**config.mk**
```make
export PLATFORM = sky130hd
export DESIGN_NAME = obc_da_bin_serial_flat
export DESIGN_NICKNAME = d
export VERILOG_FILES = /design/src/rtl/obc_dft_pkg.sv /design/src/rtl/obc_da_bin_serial_if.sv /design/src/rtl/obc_seg_lut.sv /design/src/rtl/obc_da_bin_serial.sv /design/src/flat_wrapper.sv
export SDC_FILE = /design/constraint.sdc
export NUM_CORES = 1
export LEC_CHECK = 0
export CAP_MARGIN = 20
export CORE_MARGIN = 8
export CORE_UTILIZATION = 35
export DETAILED_ROUTE_END_ITERATION = 8
export GPL_TIMING_DRIVEN = 0
export PLACE_DENSITY = 0.64
export SYNTH_ARGS = -nofsm -noshare
export SYNTH_HDL_FRONTEND = slang
export SYNTH_SLANG_ARGS = --single-unit
```
**constraint.sdc**
```tcl
create_clock -name clk -period 11.9 [get_ports clk]
set_input_delay 2.38 -clock clk [delete_from_list [all_inputs] [get_ports clk]]
set_output_delay 2.38 -clock clk [all_outputs]
set_load 0.02 [all_outputs]
```
**src/rtl/obc_dft_pkg.sv**
```systemverilog
// Shared types and elaboration-time math for the OBC distributed-arithmetic DFT bin engine.
package obc_dft_pkg;

    typedef enum logic [1:0] {IDLE, RUN, FIN, DONE} obc_state_e;

    localparam int unsigned TRIG_F = 28;
    localparam longint      ONE_F  = 64'sd268435456;
    localparam longint      PI_F   = 64'sd843314857;

    function automatic int unsigned clog2(input int unsigned v);
        int unsigned r;
        int unsigned p;
        r = 0;
        p = 1;
        while (p < v) begin
            p = p << 1;
            r = r + 1;
        end
        return r;
    endfunction

    // Fixed-point Taylor series on the angle folded into [-pi, pi], rounded half away from zero.
    function automatic longint twiddle(input int unsigned n_pts, input int unsigned k,
                                       input int unsigned n, input int unsigned imag,
                                       input int unsigned coef_w);
        longint p, x, x2, term, acc, den, r, half, res;
        p = longint'((k * n) % n_pts);
        if (p > longint'(n_pts / 2)) p = p - longint'(n_pts);
        x    = (PI_F * p * 64'sd2) / longint'(n_pts);
        x2   = (x * x) >>> TRIG_F;
        term = (imag != 0) ? x : ONE_F;
        acc  = term;
        for (int i = 1; i <= 14; i++) begin
            den  = (imag != 0) ? longint'(2 * i * (2 * i + 1)) : longint'((2 * i - 1) * (2 * i));
            term = -(((term * x2) >>> TRIG_F) / den);
            acc  = acc + term;
        end
        if (imag != 0) acc = -acc;
        r    = acc * (64'sd1 <<< (coef_w - 2));
        half = ONE_F >>> 1;
        res  = (r >= 0) ? ((r + half) >>> TRIG_F) : -(((-r) + half) >>> TRIG_F);
        return res;
    endfunction

    // Address bit j set means sample base+j takes -c; the leading sample always takes +c.
    function automatic longint seg_lut_entry(input int unsigned n_pts, input int unsigned k,
                                             input int unsigned imag, input int unsigned coef_w,
                                             input int unsigned seg, input int unsigned base,
                                             input int unsigned addr);
        longint e, c;
        e = twiddle(n_pts, k, base + seg - 1, imag, coef_w);
        for (int unsigned j = 0; j + 1 < seg; j++) begin
            c = twiddle(n_pts, k, base + j, imag, coef_w);
            e = addr[j] ? (e - c) : (e + c);
        end
        return e;
    endfunction

    function automatic longint csum(input int unsigned n_pts, input int unsigned k,
                                    input int unsigned imag, input int unsigned coef_w);
        longint s;
        s = 0;
        for (int unsigned n = 0; n < n_pts; n++) s = s + twiddle(n_pts, k, n, imag, coef_w);
        return s;
    endfunction

endpackage

```
**src/rtl/obc_da_bin_serial_if.sv**
```systemverilog
// Sample-vector input and result output handshakes of the OBC DFT bin engine.
interface obc_da_bin_serial_if #(
    parameter int unsigned N_PTS  = 16,
    parameter int unsigned DATA_W = 16,
    parameter int unsigned ACC_W  = 40
);
    logic                      in_valid;
    logic                      in_ready;
    logic [N_PTS*DATA_W-1:0]   in_data;
    logic                      out_valid;
    logic                      out_ready;
    logic signed [ACC_W-1:0]   out_data;

    modport master (output in_valid, in_data, out_ready, input in_ready, out_valid, out_data);
    modport slave  (input in_valid, in_data, out_ready, output in_ready, out_valid, out_data);
endinterface

```
**src/rtl/obc_seg_lut.sv**
```systemverilog
// One sign-symmetric partial-sum LUT covering SEG consecutive samples of a bit slice.
module obc_seg_lut
    import obc_dft_pkg::*;
#(
    parameter int unsigned SEG    = 2,
    parameter int unsigned COEF_W = 16,
    parameter int unsigned BIN_K  = 9,
    parameter int unsigned IMAG   = 1,
    parameter int unsigned N_PTS  = 16,
    parameter int unsigned BASE   = 0,
    parameter int unsigned OUT_W  = 40
) (
    input  logic [SEG-1:0]          bits_i,
    input  logic                    msb_i,
    output logic signed [OUT_W-1:0] part_c_o
);
    localparam int unsigned N_ENT = 1 << (SEG - 1);
    localparam int unsigned AW    = (SEG > 1) ? SEG - 1 : 1;

    logic signed [OUT_W-1:0] lut_c [N_ENT];
    logic [AW-1:0]           addr_c;
    logic                    lead_c;

    for (genvar a = 0; a < N_ENT; a++) begin : g_ent
        assign lut_c[a] = OUT_W'(seg_lut_entry(N_PTS, BIN_K, IMAG, COEF_W, SEG, BASE, a));
    end

    assign lead_c = bits_i[SEG-1];

    always_comb begin
        addr_c = '0;
        for (int j = 0; j < int'(SEG) - 1; j++) addr_c[j] = bits_i[j] ^ lead_c;
    end

    // Entries assume a set leading bit; a clear one mirrors the sum, and the MSB slice flips it again.
    always_comb begin
        part_c_o = lut_c[addr_c];
        if ((~lead_c) ^ msb_i) part_c_o = -lut_c[addr_c];
    end
endmodule

```
**src/rtl/obc_da_bin_serial.sv**
```systemverilog
// Bit-serial OBC distributed-arithmetic engine producing one DFT bin component sum(c[n]*x[n]).
module obc_da_bin_serial
    import obc_dft_pkg::*;
#(
    parameter int unsigned N_PTS  = 16,
    parameter int unsigned DATA_W = 16,
    parameter int unsigned COEF_W = 16,
    parameter int unsigned SEG    = 2,
    parameter int unsigned BIN_K  = 9,
    parameter int unsigned IMAG   = 1,
    parameter int unsigned ACC_W  = 40
) (
    input  logic                 clk,
    input  logic                 rst_n,
    obc_da_bin_serial_if.slave   bus,
    output logic                 busy
);
    localparam int unsigned N_SEG   = N_PTS / SEG;
    localparam int unsigned VEC_W   = N_PTS * DATA_W;
    localparam int unsigned CNT_W   = clog2(DATA_W + 1);
    localparam int unsigned ACC_MIN = DATA_W + COEF_W + clog2(N_PTS) + 2;

    if (ACC_W < ACC_MIN) begin : g_bad_acc_w
        $error("obc_da_bin_serial: ACC_W is too narrow for full-scale inputs");
    end
    if ((N_PTS % SEG) != 0) begin : g_bad_seg
        $error("obc_da_bin_serial: SEG must divide N_PTS");
    end

    obc_state_e              state_q, state_d;
    logic [VEC_W-1:0]        data_q, data_d;
    logic [CNT_W-1:0]        cnt_q, cnt_d;
    logic signed [ACC_W-1:0] acc_q, acc_d;
    logic signed [ACC_W-1:0] out_data_q, out_data_d;
    logic                    out_valid_q, out_valid_d;
    logic                    in_ready_q, busy_q;

    logic [N_PTS-1:0]        slice_c;
    logic                    msb_c;
    logic signed [ACC_W-1:0] part_c [N_SEG];
    logic signed [ACC_W-1:0] t_c, csum_c, diff_c;

    always_comb begin
        slice_c = '0;
        for (int n = 0; n < int'(N_PTS); n++) slice_c[n] = data_q[n*DATA_W];
    end

    assign msb_c  = (cnt_q == CNT_W'(DATA_W - 1));
    assign csum_c = ACC_W'(csum(N_PTS, BIN_K, IMAG, COEF_W));
    assign diff_c = acc_q - csum_c;

    for (genvar s = 0; s < N_SEG; s++) begin : g_seg
        obc_seg_lut #(
            .SEG(SEG), .COEF_W(COEF_W), .BIN_K(BIN_K), .IMAG(IMAG),
            .N_PTS(N_PTS), .BASE(s * SEG), .OUT_W(ACC_W)
        ) u_seg (
            .bits_i   (slice_c[s*SEG +: SEG]),
            .msb_i    (msb_c),
            .part_c_o (part_c[s])
        );
    end

    always_comb begin
        t_c = '0;
        for (int s = 0; s < int'(N_SEG); s++) t_c = t_c + part_c[s];
    end

    always_ff @(posedge clk or negedge rst_n) begin
        if (!rst_n) begin
            state_q     <= IDLE;
            data_q      <= '0;
            cnt_q       <= '0;
            acc_q       <= '0;
            out_data_q  <= '0;
            out_valid_q <= 1'b0;
            in_ready_q  <= 1'b1;
            busy_q      <= 1'b0;
        end else begin
            state_q     <= state_d;
            data_q      <= data_d;
            cnt_q       <= cnt_d;
            acc_q       <= acc_d;
            out_data_q  <= out_data_d;
            out_valid_q <= out_valid_d;
            in_ready_q  <= (state_d == IDLE);
            busy_q      <= (state_d != IDLE);
        end
    end

    always_comb begin
        state_d     = state_q;
        data_d      = data_q;
        cnt_d       = cnt_q;
        acc_d       = acc_q;
        out_data_d  = out_data_q;
        out_valid_d = out_valid_q;
        unique case (state_q)
            IDLE: begin
                if (bus.in_valid && in_ready_q) begin
                    data_d  = bus.in_data;
                    acc_d   = '0;
                    cnt_d   = '0;
                    state_d = RUN;
                end
            end
            RUN: begin
                acc_d = acc_q + (t_c <<< cnt_q);
                for (int n = 0; n < int'(N_PTS); n++)
                    data_d[n*DATA_W +: DATA_W] = {1'b0, data_q[n*DATA_W+1 +: DATA_W-1]};
                cnt_d = cnt_q + 1'b1;
                if (msb_c) state_d = FIN;
            end
            FIN: begin
                out_data_d  = diff_c >>> 1;
                out_valid_d = 1'b1;
                state_d     = DONE;
            end
            DONE: begin
                if (bus.out_ready) begin
                    out_valid_d = 1'b0;
                    state_d     = IDLE;
                end
            end
            default: state_d = IDLE;
        endcase
    end

    assign bus.in_ready  = in_ready_q;
    assign bus.out_valid = out_valid_q;
    assign bus.out_data  = out_data_q;
    assign busy          = busy_q;
endmodule

```
**src/flat_wrapper.sv**
```systemverilog
// flat-port wrapper written by rule: the top's interface ports become plain ports
module obc_da_bin_serial_flat import obc_dft_pkg::*;
#(
    parameter int unsigned N_PTS  = 16,
    parameter int unsigned DATA_W = 16,
    parameter int unsigned COEF_W = 16,
    parameter int unsigned SEG    = 2,
    parameter int unsigned BIN_K  = 9,
    parameter int unsigned IMAG   = 1,
    parameter int unsigned ACC_W  = 40
)
  (clk, rst_n, busy, bus_in_valid, bus_in_data, bus_out_ready, bus_in_ready, bus_out_valid, bus_out_data);
  obc_da_bin_serial_if #(.N_PTS(N_PTS), .DATA_W(DATA_W), .ACC_W(ACC_W)) bus_i ();
  input  logic clk;
  input  logic rst_n;
  output logic busy;
  input wire logic [$bits(bus_i.in_valid)-1:0] bus_in_valid;
  input wire logic [$bits(bus_i.in_data)-1:0] bus_in_data;
  input wire logic [$bits(bus_i.out_ready)-1:0] bus_out_ready;
  output wire logic [$bits(bus_i.in_ready)-1:0] bus_in_ready;
  output wire logic [$bits(bus_i.out_valid)-1:0] bus_out_valid;
  output wire logic [$bits(bus_i.out_data)-1:0] bus_out_data;
  assign bus_i.in_valid = bus_in_valid;
  assign bus_i.in_data = bus_in_data;
  assign bus_i.out_ready = bus_out_ready;
  assign bus_in_ready = bus_i.in_ready;
  assign bus_out_valid = bus_i.out_valid;
  assign bus_out_data = bus_i.out_data;
  obc_da_bin_serial #(.N_PTS(N_PTS), .DATA_W(DATA_W), .COEF_W(COEF_W), .SEG(SEG), .BIN_K(BIN_K), .IMAG(IMAG), .ACC_W(ACC_W)) u_core (.clk(clk), .rst_n(rst_n), .bus(bus_i), .busy(busy));
endmodule
```
Yosys cells after proc, flatten, opt, wreduce, memory -nomap -nowiden
Index checks and enable logic that the tools add are counted.

cells by class
  add/sub/neg operators = 17
  $lt $le $gt $ge = 8
  equality and inequality tests = 6
  shifts and indexed selects = 1
  muxes and demuxes = 42
  bitwise operators = 32
  reduce and logical (&&, ||, !) cells = 8

operators by type and width
  operator               number
  $mux W40               29
  $pmux W256 S2          1
  $add A40 B40 Y40       8
  $neg A40 Y40           8
  $mux W256              1
  $pmux W40 S2           1
  $sshl A40 B5 Y40       1
  $mux W15               2
  $ge A2 B2 Y1 const B   8
  $not A1 Y2             8
  $xor A1 B1 Y1          16
  $pmux W5 S2            1
  $not A1 Y1             8
  $pmux W2 S4            1
  $mux W2                3
  $reduce_bool A2 Y1     3
  $add A5 B1 Y5 const B  1
  $eq A5 B4 Y1 const B   1
  $mux W5                1
  $eq A2 B2 Y1 const B   2
  $logic_not A2 Y1       2
  $reduce_and A2 Y1      2
  $eq A2 B1 Y1 const B   1
  $ne A2 B1 Y1 const B   1
  other kinds (4)        4

word-level totals
  register bits = 345
  logic and storage cells = 122

Depth between registers and ports, before layout
  depth after elaboration = 17
  gate-level depth with buffers = 48
  gate-level depth less buffers = 44

Hierarchy
A second synthesis with hierarchy kept.

second synthesis, totals
  cell total of the unflattened synthesis = 3491
  area, all modules = 29482.0 um2

by module, submodules not included
  module                                   instances  cells each  area each (um2)
  obc_da_bin_serial                        1          3153        26934.6
  obc_seg_lut (u_core.g_seg[1].u_seg ...)  2          45          346.6
  obc_seg_lut (u_core.g_seg[0].u_seg ...)  2          42          310.3
  obc_seg_lut (u_core.g_seg[3].u_seg ...)  2          41          309.0
  obc_seg_lut (u_core.g_seg[2].u_seg ...)  2          41          307.8

Least setup slack after synthesis
OpenSTA, ideal clock, no wires.

  path kind = reg2reg
  start = register u_core.cnt_q[3]
  end = register u_core.acc_q[36]
  arrival time = 10.069 ns
  path slack = 1.699 ns
  stages on the path, launching flop included = 45
  path buffers = 7
  clock period less this slack = 10.201 ns
  cells stage by stage = dfrtp_1 clkbuf_1 clkbuf_1 clkbuf_1 and3_1 ha_1 clkbuf_1 buf_1 clkbuf_1 xor2_1 inv_1 ha_1 fa_1 inv_1 fa_1 fa_1 ha_1 buf_4 (+9 left out) a31oi_2 nand2_1 nand2_1 o21ai_0 o21ai_0 o22ai_1 ha_1 a21oi_1 nand2_1 a211oi_2 a31oi_4 a2111oi_4 o31ai_4 a22oi_2 nand2_1 a21oi_1 xor2_1 o21ai_1

between the ends
  cells in the longest elaborated chain, start to end = 13
  elaborated cells on any way between the ends = 27

ends and longest elaborated chain
  item                            RTL line                  RTL
  start, declared                 obc_da_bin_serial.sv:32   logic [CNT_W-1:0] cnt_q, cnt_d;
  start signal, assigned          obc_da_bin_serial.sv:81   cnt_q <= cnt_d;
  $eq A5 B4 Y1                    obc_da_bin_serial.sv:48   assign msb_c = (cnt_q == CNT_W'(DATA_W - 1));
  $xor A1 B1 Y1                   obc_seg_lut.sv:38         if ((~lead_c) ^ msb_i) part_c_o = -lut_c[addr_c];
  $mux W40                        obc_seg_lut.sv:38
  $add A40 B40 Y40 (7 in series)  obc_da_bin_serial.sv:65   for (int s = 0; s < int'(N_SEG); s++) t_c = t_c + part_c[s];
  $sshl A40 B5 Y40 *              obc_da_bin_serial.sv:107  acc_d = acc_q + (t_c <<< cnt_q);
  $add A40 B40 Y40 *              obc_da_bin_serial.sv:107
  $pmux W40 S2 *                  obc_da_bin_serial.sv:97   unique case (state_q)
  end signal, assigned            obc_da_bin_serial.sv:73   acc_q <= '0;
  end signal, assigned            obc_da_bin_serial.sv:82   acc_q <= acc_d;
  end, declared                   obc_da_bin_serial.sv:33   logic signed [ACC_W-1:0] acc_q, acc_d;

Mark *: on every way between the ends. The rest lies on a longest branch, timed or not.
A chain may end at the register's enable or synchronous reset.

Final worst setup path
  start = register u_core.cnt_q[3]
  end = register u_core.acc_q[39]

The elaborated chain is that of the path after synthesis.

==> flow_metrics.py <==
metrics = {
    "yosys": {
        "synth_edf_count": 0,
        "synth_largest_area_cell": "dfrtp_1",
        "ys_ff_latch": 312,
        "synth_cells": 2151,
        "synth_top_cell_area_share": 0.393,
        "syn_area_um2": 19800,
        "syn_area_per_cell_um2": 9.20,
        "ys_types": 86,
        "synth_nets": 2556,
        "ys_top_cells_by_count": "456 x nand2_1, 311 x dfrtp_1, 186 x o21ai_0, 131 x mux2i_1, 116 x inv_1",
        "ys_top_cells_by_area": "dfrtp_1 39%, nand2_1 8.7%, mux2i_1 6.6%",
        "yosysSeqAreaShare": 0.395,
        "ys_warn_count": 0,
        "synth.most_common_cell": "nand2_1",
        "synth_top_flop_cell": "dfrtp_1",
        "async_flop_share": 1.00,
    },
    "die": {
        "start_util": 0.352,
        "die_x_um": 254,
        "rows": 87,
        "io_pins": 303,
        "die_h_um": 254,
        "coreArea_um2": 56200,
        "die_area_um2": 64400,
    },
    "cts": {
        "clkSinkCount": 312,
        "holdBufCountCts": 0,
        "clock_latency_ns": 0.55,
        "cts_tree": "yes",
        "post_cts_buffers": 0,
        "ctsLongestPathBuffers": 3,
        "cts_buffers": 37,
        "cts_root_buf": "clkbuf_16",
        "clkSlewWorstSetupHoldPaths_ns": 0.06,
        "h-tree-depth": 2,
    },
    "finish": {
        "fin_util": 0.441,
        "ff_latch_area_um2": 7810,
        "area_growth_pct": 25.3,
        "fin_nets": 2865,
        "multiInputGateArea_um2": 11100,
        "drive_gt1_frac": 0.0648,
        "fill_cells": 5471,
    },
    "drt": {
        "drt_first_pass_iters": 5,
        "wirelength_mm": 62.1,
        "viasPerCell": 5.24,
        "antenna_left": 0,
        "dr.max_layer_used": "met5",
        "wl_met1_mm": 27.9,
        "met3WireLength_mm": 3.86,
        "vias": 17000,
        "drc": 0,
        "drt-initial-drc-count": 1174,
        "wl_met2_mm": 29.1,
        "post_drt_wl_per_cell_um": 19.1,
    },
    "sta": {
        "finalSetupViolations": 0,
        "hold_viol": 0,
        "rsz0062_at_grt": "no",
        "maxSlewViolCount": 0,
        "finClkSkew_ns": 0.0185,
        "worst_slack_ns": 0.612,
        "timing_worst_slew_pin_value_ns": 1.02,
        "layout_min_cycle_time_ns": 11.29,
        "fmax_mhz": 88.6,
        "max-slew-margin-rel": 0.320,
        "fin_crit_sh": 0.949,
    },
    "setup_path": {
        "cp_top_family": "adder cells",
        "regToRegSetupSlack_ns": 0.61,
        "slowest_delay_ns": 0.51,
        "worst-path-buf-inv": 8,
        "cp_max_fo": 10,
        "cpMostUsedCell": "ha_1",
        "start_kind": "register",
        "slowest_stage": "fa_1",
        "path_class": "register to register",
        "critPathLaunch": "u_core.cnt_q[3]$_DFFE_PN0P_",
        "crit_required_ns": 12.39,
        "cp-end-kind": "register",
        "worst_r2r_startpoint": "u_core.cnt_q[3]$_DFFE_PN0P_",
        "worstPathArrival_ns": 11.78,
    },
    "global_routing": {
        "grt_pass1_vias": 17100,
        "grt-ovfl-total": 0,
        "antenna_found_initial": 9,
        "grt_max_degree": 111,
        "grt_pass1_wl_mm": 97.2,
        "grt.total_usage": 0.190,
    },
    "worst_hold_path": {
        "worst_hold_path_type": "register to register",
        "hold_start": "u_core.bus.out_valid$_DFFE_PN0P_",
    },
    "placed_design": {
        "place_congestion": 0.915,
        "portBuffers": 270,
        "dpl_worst_slack_ns": -0.742,
        "hpwl_mm": 48.2,
    },
    "flow_run": {
        "drv_cap": 0,
    },
    "status": {
        "status": "complete, no violations",
    },
}
## per-layer routing
layer | vias up | GRT usage
met2 | 464 | 0.311
met4 | 12 | 0.0458
met1 | 8400 | 0.254
met5 | - | 0
met3 | 78 | 0.0416
li1 | 8047 | -
## logic make-up after synthesis
logic type                 after synthesis  share of synthesized area
DFF                                    312                      0.395
adders and majority gates              145                      0.115
xor gates and xnor gates                74                     0.0328
buffers and inverters                  254                     0.0490
and+or+nand+nor                        639                      0.135
AOI/OAI and AO/OA                      546                      0.179
muxes                                  181                     0.0947
## worst reg2reg max path, delay by kind of cell, from the launching register on
kind,cells,cell delay [ns]
AOI/OAI and AO/OA,13,2.98
xor gates and xnor gates,3,0.57
DFF,1,0.32
and+or+nand+nor,13,2.44
buffers and inverters,8,1.41
adders and majority gates,10,3.49
## cell type report
class / instances / share of cell area
diodes: 2 / 0.000202
clock inverters: 9 / 0.00520
well taps: 756 / 0.0382
multi-input cells: 1585 / 0.446
repair buffers: 273 / 0.112
clock buffers: 55 / 0.0446
flip-flops and latches: 312 / 0.315
inverters: 118 / 0.0179
plain buffers: 133 / 0.0213
## path summary, 6_finish.rpt
path / to / cells past startpoint
worst max-delay path: u_core.acc_q[39]$_DFFE_PN0P_ / 47
max in group asynchronous: u_core.acc_q[26]$_DFFE_PN0P_ / 3
worst max register to register: u_core.acc_q[39]$_DFFE_PN0P_ / 47
worst min register to register: u_core.bus.out_valid$_DFFE_PN0P_ / 2
worst min-delay path: u_core.bus.out_valid$_DFFE_PN0P_ / 2
min in group asynchronous: u_core.data_q[54]$_DFFE_PN0P_ / 1
## through the flow
| step | TNS [ns] | hold WS, ns | instances | instance area, µm² |
|---|---|---|---|---|
| floorplan | 0 | 0.447 | 2151 | 19800 |
| global placement | -1711.34 | 0.459 | 3177 | 23400 |
| detailed placement | -5.71 | 0.463 | 3180 | 23500 |
| CTS | 0 | 0.478 | 3243 | 24700 |
| global route | 0 | 0.487 | 3243 | 24800 |
| finish | 0 | 0.472 | 3243 | 24800 |
## flip-flops by register name, indices dropped and copies added (netlist names)
name,flops
u_core.data_q,224
u_core.bus.in_ready,1
u_core.bus.out_data,39
u_core.busy,1
u_core.acc_q,39
u_core.cnt_q,5
u_core.bus.out_valid,1
u_core.state_q,2
## repair_timing
action	CTS	global route
setup endpoints to repair	12	11
pin swaps	0	0
gates resized for setup	4	18
cloned	0	0
## cells in the final DEF, fill, tap and decap left out, drive strengths merged, types with 23 or more instances in the layout
| cell | netlist | routed |
|---|---|---|
| a21o | 29 | 29 |
| a21oi | 88 | 88 |
| a22oi | 105 | 105 |
| buf | 27 | 31 |
| clkbuf | 109 | 161 |
| clkdlybuf4s50 | 0 | 269 |
| dfrtp | 311 | 311 |
| fa | 61 | 61 |
| ha | 84 | 84 |
| inv | 117 | 119 |
| mux2 | 50 | 50 |
| mux2i | 131 | 131 |
| nand2 | 456 | 456 |
| nor2 | 72 | 72 |
| nor3 | 25 | 25 |
| o21ai | 203 | 203 |
| o22ai | 23 | 23 |
| xnor2 | 38 | 38 |
| xor2 | 36 | 36 |
Power is left out: the tool's default activity adds up to more than one toggle a clock period on the data nets, which glitch-free logic cannot reach.
